===== config.mk =====
export PLATFORM = sky130hd
export DESIGN_NAME = money_scheduler
export DESIGN_NICKNAME = d
export VERILOG_FILES = /design/src/rtl/money_pkg.sv /design/src/rtl/lfsr16.sv /design/src/rtl/money_bag.sv /design/src/rtl/money_scheduler.sv
export SDC_FILE = /design/constraint.sdc
export NUM_CORES = 1
export LEC_CHECK = 0
export BUFFER_PORTS_ARGS = -buffer_cell sky130_fd_sc_hd__buf_4
export CORE_MARGIN = 1
export CORE_UTILIZATION = 54
export DETAILED_ROUTE_END_ITERATION = 8
export GPL_TIMING_DRIVEN = 0
export PLACE_DENSITY = 0.86
export SLEW_MARGIN = 20
export SYNTH_ARGS = -nofsm -noshare
export SYNTH_HDL_FRONTEND = slang
export SYNTH_HIERARCHICAL = 1
export SYNTH_SLANG_ARGS = --single-unit

===== constraint.sdc =====
create_clock -name FrameClk -period 4.7 [get_ports FrameClk]
set_input_delay 0.47 -clock FrameClk [delete_from_list [all_inputs] [get_ports FrameClk]]
set_output_delay 0.47 -clock FrameClk [all_outputs]
set_load 0.02 [all_outputs]

===== src/rtl/money_pkg.sv =====
// money_pkg: shared types and constants for the money spawn-slot scheduler.
//   round_state_t : round FSM encoding (IDLE=0, STAGGER=1, ACTIVE=2, ENDED=3)
//   SPAWN_X_*     : spawn X position of slot k is SPAWN_X_BASE + k*SPAWN_X_PITCH
//   LFSR_*        : seed and Galois taps of the respawn random source
//   SCORE_MAX     : saturation value of a banked score
package money_pkg;

  typedef enum logic [1:0] {
    IDLE    = 2'd0,
    STAGGER = 2'd1,
    ACTIVE  = 2'd2,
    ENDED   = 2'd3
  } round_state_t;

  localparam logic [9:0]  SPAWN_X_BASE  = 10'd40;
  localparam logic [9:0]  SPAWN_X_PITCH = 10'd140;
  localparam logic [15:0] LFSR_SEED     = 16'hACE1;
  localparam logic [15:0] LFSR_TAPS     = 16'hB400;
  localparam logic [7:0]  SCORE_MAX     = 8'd255;

endpackage


===== src/rtl/lfsr16.sv =====
// lfsr16: 16-bit Galois LFSR (right-shifting, taps LFSR_TAPS), free-running one step per frame.
//   FrameClk : frame clock
//   Reset    : asynchronous active-high reset, loads LFSR_SEED
//   Q        : current LFSR state
module lfsr16
  import money_pkg::*;
(
  input  logic        FrameClk,
  input  logic        Reset,
  output logic [15:0] Q
);

  logic [15:0] q_d;

  always_comb begin
    q_d = {1'b0, Q[15:1]};
    if (Q[0]) begin
      q_d = q_d ^ LFSR_TAPS;
    end
  end

  always_ff @(posedge FrameClk or posedge Reset) begin
    if (Reset) begin
      Q <= LFSR_SEED;
    end else begin
      Q <= q_d;
    end
  end

endmodule


===== src/rtl/money_bag.sv =====
// money_bag: one player's bag and banked score.
//   frame_clk_i : frame clock
//   reset_i     : asynchronous active-high reset
//   clear_i     : round start, zeroes bag and score
//   update_i    : bag/score may change this frame (round live, no start/stop pulse)
//   deposit_i   : player on the bank tile
//   collect_i   : 2-bit collect value per slot, slot k at [2k+1:2k]
//   bag_o       : bag contents, saturating at BAG_CAP
//   score_o     : banked score, saturating at SCORE_MAX
//   full_o      : bag at or above capacity (from the registered bag only)
module money_bag
  import money_pkg::*;
#(
  parameter int unsigned NUM_SLOTS = 4,
  parameter int unsigned BAG_CAP   = 6
) (
  input  logic                   frame_clk_i,
  input  logic                   reset_i,
  input  logic                   clear_i,
  input  logic                   update_i,
  input  logic                   deposit_i,
  input  logic [2*NUM_SLOTS-1:0] collect_i,
  output logic [3:0]             bag_o,
  output logic [7:0]             score_o,
  output logic                   full_o
);

  localparam logic [5:0] BagCap = 6'(BAG_CAP);

  logic [3:0] bag_q, bag_d;
  logic [7:0] score_q, score_d;
  logic [5:0] sum;
  logic [8:0] score_sum;

  // A deposit banks the old bag; this frame's collects start the fresh bag.
  always_comb begin
    sum = deposit_i ? 6'd0 : {2'b00, bag_q};
    for (int unsigned k = 0; k < NUM_SLOTS; k++) begin
      sum = sum + {4'b0000, collect_i[2*k +: 2]};
    end
    bag_d     = (sum > BagCap) ? BagCap[3:0] : sum[3:0];
    score_sum = {1'b0, score_q} + {5'b00000, bag_q};
    score_d   = (score_sum > {1'b0, SCORE_MAX}) ? SCORE_MAX : score_sum[7:0];
  end

  always_ff @(posedge frame_clk_i or posedge reset_i) begin
    if (reset_i) begin
      bag_q   <= 4'd0;
      score_q <= 8'd0;
    end else if (clear_i) begin
      bag_q   <= 4'd0;
      score_q <= 8'd0;
    end else if (update_i) begin
      bag_q <= bag_d;
      if (deposit_i) begin
        score_q <= score_d;
      end
    end
  end

  assign bag_o   = bag_q;
  assign score_o = score_q;
  assign full_o  = (bag_q >= BagCap[3:0]);

endmodule


===== src/rtl/money_scheduler.sv =====
// money_scheduler: round-level controller for the money spawn slots.
// Sequences slot enables, supplies constant spawn X positions and LFSR respawn seeds,
// tallies collects into per-player bags and banks bags into scores on deposit.
// Build option: define MONEY_STAGGER_EN to bring slots up one at a time (STAGGER state);
// otherwise RoundStart enables every slot at once and STAGGER stays an unused encoding.
//   FrameClk / Reset           : frame clock, asynchronous active-high reset
//   RoundStart / RoundStop     : single-frame round control pulses (start wins)
//   P1CollectVec/P2CollectVec  : per-slot 2-bit collect values, slot k at [2k+1:2k]
//   P1Deposit / P2Deposit      : player standing on the bank tile
//   SpawnEnable                : per-slot enable (registered)
//   SpawnX                     : slot k X position at [10k+9:10k]
//   Random                     : slot k seed at [3k+2:3k]
//   P1Full/P2Full, P1Bag/P2Bag : bag back-pressure and contents
//   P1Score/P2Score            : banked scores
//   RoundState                 : current FSM state
module money_scheduler
  import money_pkg::*;
#(
  parameter int unsigned NUM_SLOTS      = 4,
  parameter int unsigned BAG_CAP        = 6,
  parameter int unsigned STAGGER_FRAMES = 30
) (
  input  logic                    FrameClk,
  input  logic                    Reset,
  input  logic                    RoundStart,
  input  logic                    RoundStop,
  input  logic [2*NUM_SLOTS-1:0]  P1CollectVec,
  input  logic [2*NUM_SLOTS-1:0]  P2CollectVec,
  input  logic                    P1Deposit,
  input  logic                    P2Deposit,
  output logic [NUM_SLOTS-1:0]    SpawnEnable,
  output logic [10*NUM_SLOTS-1:0] SpawnX,
  output logic [3*NUM_SLOTS-1:0]  Random,
  output logic                    P1Full,
  output logic                    P2Full,
  output logic [3:0]              P1Bag,
  output logic [3:0]              P2Bag,
  output logic [7:0]              P1Score,
  output logic [7:0]              P2Score,
  output logic [1:0]              RoundState
);

  localparam logic [NUM_SLOTS-1:0] AllOn = '1;

  round_state_t          state_q;
  logic [NUM_SLOTS-1:0]  spawn_en_q;
  logic                  live;
  logic                  update;
  logic [15:0]           lfsr_q;

`ifdef MONEY_STAGGER_EN
  localparam int unsigned StaggerLast = (NUM_SLOTS - 1) * STAGGER_FRAMES;
  localparam int unsigned CntW        = (StaggerLast > 1) ? $clog2(StaggerLast + 1) : 1;

  logic [CntW-1:0]      stagger_cnt_q;
  logic [CntW-1:0]      stagger_nxt;
  logic [NUM_SLOTS-1:0] stagger_en;

  // Enables are registered, so they are computed from the count the next frame will hold.
  always_comb begin
    stagger_nxt = stagger_cnt_q + 1'b1;
    for (int unsigned k = 0; k < NUM_SLOTS; k++) begin
      stagger_en[k] = (32'(stagger_nxt) >= k * STAGGER_FRAMES);
    end
  end

  always_ff @(posedge FrameClk or posedge Reset) begin
    if (Reset) begin
      state_q       <= IDLE;
      spawn_en_q    <= '0;
      stagger_cnt_q <= '0;
    end else if (RoundStart) begin
      stagger_cnt_q <= '0;
      if (StaggerLast == 0) begin
        state_q    <= ACTIVE;
        spawn_en_q <= AllOn;
      end else begin
        state_q    <= STAGGER;
        spawn_en_q <= NUM_SLOTS'(1);
      end
    end else begin
      case (state_q)
        STAGGER: begin
          if (RoundStop) begin
            state_q    <= ENDED;
            spawn_en_q <= '0;
          end else begin
            stagger_cnt_q <= stagger_nxt;
            spawn_en_q    <= stagger_en;
            if (32'(stagger_nxt) == StaggerLast) begin
              state_q <= ACTIVE;
            end
          end
        end
        ACTIVE: begin
          if (RoundStop) begin
            state_q    <= ENDED;
            spawn_en_q <= '0;
          end
        end
        default: ;
      endcase
    end
  end

  assign live = (state_q == STAGGER) || (state_q == ACTIVE);
`else
  logic unused_cfg;
  assign unused_cfg = ^STAGGER_FRAMES;

  always_ff @(posedge FrameClk or posedge Reset) begin
    if (Reset) begin
      state_q    <= IDLE;
      spawn_en_q <= '0;
    end else if (RoundStart) begin
      state_q    <= ACTIVE;
      spawn_en_q <= AllOn;
    end else if (state_q == ACTIVE && RoundStop) begin
      state_q    <= ENDED;
      spawn_en_q <= '0;
    end
  end

  assign live = (state_q == ACTIVE);
`endif

  // A stop frame's collects and deposits are dropped; a start frame clears instead.
  assign update = live && !RoundStart && !RoundStop;

  lfsr16 u_lfsr (
    .FrameClk (FrameClk),
    .Reset    (Reset),
    .Q        (lfsr_q)
  );

  logic unused_lfsr;
  assign unused_lfsr = ^lfsr_q[15:3*NUM_SLOTS];
  assign Random      = lfsr_q[3*NUM_SLOTS-1:0];

  for (genvar k = 0; k < NUM_SLOTS; k++) begin : g_spawn_x
    assign SpawnX[10*k +: 10] = SPAWN_X_BASE + 10'(k) * SPAWN_X_PITCH;
  end

  money_bag #(
    .NUM_SLOTS (NUM_SLOTS),
    .BAG_CAP   (BAG_CAP)
  ) u_bag_p1 (
    .frame_clk_i (FrameClk),
    .reset_i     (Reset),
    .clear_i     (RoundStart),
    .update_i    (update),
    .deposit_i   (P1Deposit),
    .collect_i   (P1CollectVec),
    .bag_o       (P1Bag),
    .score_o     (P1Score),
    .full_o      (P1Full)
  );

  money_bag #(
    .NUM_SLOTS (NUM_SLOTS),
    .BAG_CAP   (BAG_CAP)
  ) u_bag_p2 (
    .frame_clk_i (FrameClk),
    .reset_i     (Reset),
    .clear_i     (RoundStart),
    .update_i    (update),
    .deposit_i   (P2Deposit),
    .collect_i   (P2CollectVec),
    .bag_o       (P2Bag),
    .score_o     (P2Score),
    .full_o      (P2Full)
  );

  assign SpawnEnable = spawn_en_q;
  assign RoundState  = state_q;

endmodule


==> impl_metrics.py, run 1 <==
metrics = {
    "clock_network": {
        "clockBufferDepth": 2,
        "cts_hold_buf": 0,
        "cts_resized": 0,
        "h-tree-depth": 2,
        "cts.sinks": 43,
        "cts_tree": "built",
        "cts-buffers-inserted": 5,
        "clkLatencyLatePin_ns": 0.29,
        "cts_setup_buffers": 0,
        "clockRootBuffer": "clkbuf_8",
        "cts.clk_slew.worst_paths_ns": 0.08,
    },
    "cells_and_area": {
        "antennaDiodeCount": 0,
        "drive_gt1_share_pct": 35.0,
        "nFillCells": 400,
        "fin_util_pct": 72.7,
        "final_cells": 484,
        "nets": 465,
        "multi_input_area_sq_um": 1500,
        "ff_latch_area_sq_um": 1090,
        "design_area_sq_um": 3810,
        "syn_to_final_growth_pct": 27.1,
    },
    "die": {
        "rows": 26,
        "die-area_sq_um": 5850,
        "io-pin-count": 106,
        "die_h_microns": 76.5,
        "die_w_microns": 76.5,
        "core-area_sq_um": 5240,
        "initial_core_util_pct": 57.2,
    },
    "worst_setup_path": {
        "path_common_cell": "fa_1",
        "crit_path_cell_trace": "buf_4 -> fa_1 -> inv_1 -> fa_1 -> or3b_1 -> nor2b_1 -> fa_1 -> nand3_1 -> o22ai_1 -> a211o_1 -> a32o_2",
        "cp_data_required_time_ns": 4.88,
        "crit_path_start_kind": "input port",
        "crit_type": "input port to flop",
        "max_stage_delay_ns": 0.56,
        "arrival_ns": 3.43,
        "critPathCaptureType": "flop",
        "cp_slowest_cell": "fa_1",
        "path_max_fanout": 3,
    },
    "power_and_ir_drop": {
        "total_power_uw": 885,
        "internal-power_uw": 598,
        "clockPowerShare_pct": 26.3,
        "power_frac_seq_pct": 44.0,
        "peakVddDrop_mv": 0.167,
        "swShare_pct": 32.4,
        "switching_power_uw": 287,
        "p_leak_nw": 2.04,
        "p_comb_share_pct": 29.6,
        "power_per_cell_area_nw_per_um2": 233,
    },
    "place": {
        "pre_cts_slack_ns": 1.17,
        "post_dp_cell_area_sq_um": 3710,
        "dp_hpwl_mm": 4.74,
        "gp_congestion": 0.833,
        "port_buffers": 65,
        "dp_cells": 476,
    },
    "outcome": {
        "status": "completed",
    },
    "route": {
        "drcViolationCount": 0,
        "drt-pass1-iter-count": 4,
        "wl_per_cell_microns": 12.5,
        "wirelength_mm": 6.03,
        "dr_total_vias": 2417,
        "viasPerCell": 4.99,
        "drt_iter0_drc": 72,
        "ant_nets": 0,
    },
    "synthesis": {
        "synthCells": 303,
        "yosys_warnings": 6,
        "synth_area_sq_um": 3000,
        "avgSynthCellArea_sq_um": 9.89,
    },
    "timing": {
        "period_minus_slack_ns": 3.25,
        "clock.fmax_mhz": 308,
        "period_share_pct": 69.1,
        "hold_ws_ns": 0.0580,
        "drv_slew": 0,
        "worst_slack_ns": 1.45,
        "worst_clock_skew_ns": 0.00899,
        "relSlewSlack_pct": 43.8,
        "fin_tns_setup_ns": 0,
        "worstMarginPinSlew_ns": 0.840,
        "hold_viol": 0,
        "rsz0062_at_grt": "false",
        "finalSetupViolCount": 0,
    },
    "global_routing": {
        "antenna_found_initial": 0,
        "overflow": 0,
        "track_usage_pct": 22.1,
        "grt_first_pass_wirelength_mm": 10.3,
        "grt_pass1_vias": 2288,
        "grt_max_degree": 17,
    },
    "flow_run": {
        "maxCapViolCount": 0,
    },
    "worst_hold_path": {
        "hold_class": "input port to asynchronous set/reset pin",
    },
}
[placed cells by master (no fill, tap or decap), types with 4 or more instances in the layout]
cell	n
nor2b_1	8
nor2_1	17
nor3_1	8
nand3_1	6
xor2_1	11
inv_1	36
clkbuf_1	4
a311oi_1	8
buf_4	119
fa_1	12
dfrtp_1	35
a21oi_1	9
o21ai_0	6
ha_1	18
nand2_1	4
a211o_1	4
dfstp_2	8
clkbuf_8	5
a31oi_1	11
and3_1	8
conb_1	40
[worst max-delay path: cells and delay by family]
| kind | cells | cell delay (ns) |
|---|---|---|
| adder cells (fa/ha/maj) | 3 | 1.44 |
| AND/OR/NAND/NOR | 3 | 0.68 |
| AO/OA/AOI/OAI | 3 | 0.64 |
| buffers and inverters | 2 | 0.19 |
[final timing paths]
| path | from | to | slack [ns] | cells after the start |
|---|---|---|---|---|
| setup reg to reg | u_bag_p2/bag_o[1] | u_bag_p2/bag_o[0] | 1.64 | 9 |
| min in group FrameClk | u_lfsr/Q[6] | u_lfsr/Q[5] | 0.37 | 0 |
| setup / recovery | P2CollectVec[0] | u_bag_p2/bag_o[0] | 1.45 | 11 |
| hold / removal | Reset | RoundState[0] | 0.06 | 2 |
| hold reg to reg | u_lfsr/Q[6] | u_lfsr/Q[5] | 0.37 | 0 |
| max in group asynchronous | Reset | u_lfsr/Q[13] | 4.07 | 2 |
[power by group through the flow]
| stage | combinational [mW] | sequential [mW] | clock, mW |
|---|---|---|---|
| after floorplan | 0.186 | 0.404 | 0 |
| after detailed placement | 0.261 | 0.397 | 0 |
| final | 0.262 | 0.390 | 0.233 |
| after global routing | 0.293 | 0.392 | 0.254 |
| after CTS | 0.261 | 0.390 | 0.239 |
| after global placement | 0.250 | 0.396 | 0 |
[state kept, by name, summed over array words and instances, names as in the netlist]
register          cells
u_lfsr/Q             16
u_bag_p1/score_o      8
u_bag_p2/score_o      8
u_bag_p1/bag_o        4
u_bag_p2/bag_o        4
RoundState            2
SpawnEnable           1
[area by class of cell]
| cell class | count | area share [%] |
|---|---|---|
| buffer | 58 | 11.0 |
| clock buffer | 5 | 1.81 |
| clock inverter | 3 | 0.657 |
| inverter | 36 | 3.55 |
| multi-input combinational | 204 | 39.3 |
| sequential | 43 | 28.5 |
| tap | 70 | 2.30 |
| timing repair buffer | 65 | 12.8 |
[metal layers]
layer	track usage, %	up-vias	part of all wire [%]
li1	-	1162	-
met1	27.3	1138	43
met2	39.2	110	50
met3	3.23	7	5.7
met4	7.69	0	1.4
met5	0	-	0
Note: power is estimated with default switching activity, not from simulation.
==> run 2: changes to the inputs <==
- CORE_UTILIZATION: 54 -> 51
- PLACE_DENSITY: 0.86 -> 0.81
- clock period: 4.7 -> 3.35 ns (I/O delays scaled with it)
==> run 2 against run 1 <==
  * Final cell count increased by 0.62%
  * Setup slack worse by 1.2 ns
  * Count of clock-buffer cells in the layout unchanged
  * Clock power increased by 43%
  * First-iteration DRC count increased by 11%
  * Hold slack improved by 0.19 ns
  * Utilization decreased by 4.2 points
  * Via count decreased by 2.9%
  * Die area increased by 5.7%
  * Cell area up 0.30%
  * Sequential share of layout area is 0.084 points lower
  * Critical path type unchanged
  * Largest cell class unchanged
  * Largest power group unchanged
==> impl_metrics.py, run 2 (same netlist as run 1, synthesis figures left out) <==
metrics = {
    "outcome": {
        "status": "completed",
    },
    "clock_network": {
        "clkLatencyLatePin_ns": 0.30,
        "cts-buffers-inserted": 5,
        "cts_hold_buf": 1,
        "cts_setup_buffers": 0,
        "cts.sinks": 43,
        "clockRootBuffer": "clkbuf_8",
        "cts.clk_slew.worst_paths_ns": 0.08,
        "cts_tree": "built",
        "h-tree-depth": 2,
        "cts_resized": 0,
        "clockBufferDepth": 2,
    },
    "flow_run": {
        "maxCapViolCount": 0,
    },
    "cells_and_area": {
        "nets": 466,
        "fin_util_pct": 68.5,
        "final_cells": 487,
        "largest_reg_flops": 16,
        "drive_gt1_share_pct": 34.9,
        "final_common_cell": "buf_4",
        "final_cell_mix": "buf_4, conb_1, inv_1, dfrtp_1, ha_1",
        "syn_to_final_growth_pct": 27.5,
        "antennaDiodeCount": 0,
        "largest_register": "u_lfsr/Q",
    },
    "worst_setup_path": {
        "cp_slowest_cell": "fa_1",
        "crit_path_cell_trace": "buf_4 -> fa_1 -> inv_1 -> fa_1 -> or3b_1 -> nor2b_1 -> fa_1 -> nand3_1 -> o22ai_1 -> a211o_1 -> a32o_2",
        "arrival_ns": 3.30,
        "worst-path-buf-inv": 2,
        "max_stage_delay_ns": 0.56,
        "critPathCaptureType": "flop",
        "path_common_cell": "fa_1",
        "crit_path_start_kind": "input port",
        "crit_type": "input port to flop",
        "crit_family": "adder cells",
        "cp_data_required_time_ns": 3.53,
        "path_max_fanout": 3,
    },
    "global_routing": {
        "grt_pass1_vias": 2123,
        "grt_max_degree": 17,
        "antenna_found_initial": 0,
        "grt_first_pass_wirelength_mm": 9.81,
        "overflow": 0,
        "track_usage_pct": 20.2,
    },
    "timing": {
        "worst_clock_skew_ns": 0.0142,
        "worstMarginPinSlew_ns": 0.877,
        "hold_viol": 0,
        "hold_ws_ns": 0.248,
        "finalSetupViolCount": 0,
        "fin_tns_setup_ns": 0,
        "clock.fmax_mhz": 320,
        "period_minus_slack_ns": 3.12,
        "relSlewSlack_pct": 41.4,
        "period_share_pct": 93.1,
        "drv_slew": 0,
        "rsz0062_at_grt": "false",
    },
    "place": {
        "gp_congestion": 0.812,
        "port_buffers": 65,
        "dp_hpwl_mm": 4.60,
        "dp_cells": 478,
    },
    "power_and_ir_drop": {
        "peakVddDrop_mv": 0.232,
        "total_power_mw": 1.25,
        "power_per_cell_area_nw_per_um2": 327,
        "p_leak_nw": 2.04,
    },
    "route": {
        "drt-pass1-iter-count": 4,
        "ant_nets": 0,
        "viasPerCell": 4.82,
        "wirelength_mm": 5.82,
        "drcViolationCount": 0,
        "dr_total_vias": 2346,
        "drt_iter0_drc": 80,
        "wl_per_cell_microns": 12.0,
    },
    "die": {
        "io-pin-count": 106,
        "initial_core_util_pct": 53.7,
        "core-area_sq_um": 5570,
        "die-area_sq_um": 6180,
        "die_w_microns": 78.6,
        "die_h_microns": 78.6,
        "rows": 27,
    },
    "worst_hold_path": {
        "hold_class": "input port to flop",
    },
}
==> run 2: final timing paths <==
check / startpoint / endpoint / depth (start not counted) / slack [ns]
min in group asynchronous: Reset / RoundState[1] / 3 / 0.49
max in group asynchronous: Reset / u_lfsr/Q[5] / 3 / 2.30
setup / recovery: P2CollectVec[0] / u_bag_p2/bag_o[0] / 11 / 0.23
hold / removal: RoundStart / RoundState[0] / 2 / 0.25
hold reg to reg: u_lfsr/Q[12] / u_lfsr/Q[11] / 0 / 0.36
setup reg to reg: u_bag_p2/bag_o[1] / u_bag_p2/bag_o[0] / 9 / 0.27
==> run 2: worst register-to-register path: cells and delay by family (launching register included) <==
family          cells  cell delay [ns]
simple gates        4             0.96
fa+ha+maj           2             0.85
compound gates      3             0.66
flops               1             0.48
==> run 2: layer usage <==
| metal | GRT usage (%) | vias to the layer above | part of all wire [%] |
|---|---|---|---|
| met5 | 0 | - | 0 |
| met1 | 26.1 | 1100 | 43 |
| met4 | 7.22 | 0 | 1.2 |
| met2 | 33.6 | 80 | 49 |
| li1 | - | 1161 | - |
| met3 | 3.72 | 5 | 5.9 |
==> run 2: area by class of cell <==
class / instances / area, sq um
fillers: 457 / 1760
repair buffers: 66 / 498
clock buffers: 5 / 68.8
well taps: 72 / 90.1
flip-flops and latches: 43 / 1090
clock inverters: 3 / 23.8
multi-input cells: 204 / 1500
plain buffers: 58 / 420
inverters: 36 / 135
==> run 2: power by group <==
part | switching (mW) | total, mW | internal, mW
clock | 0.185 | 0.334 | 0.149
combinational | 0.209 | 0.370 | 0.160
sequential | 0.0159 | 0.547 | 0.531
total | 0.411 | 1.25 | 0.840
==> run 2: per-stage QoR <==
stage / setup slack, ns / area (sq um)
floorplan: 0.240 / 3140
global placement: 0.0145 / 3720
detailed placement: -0.0587 / 3720
CTS: 0.246 / 3820
global route: 0.0950 / 3820
finish: 0.230 / 3820
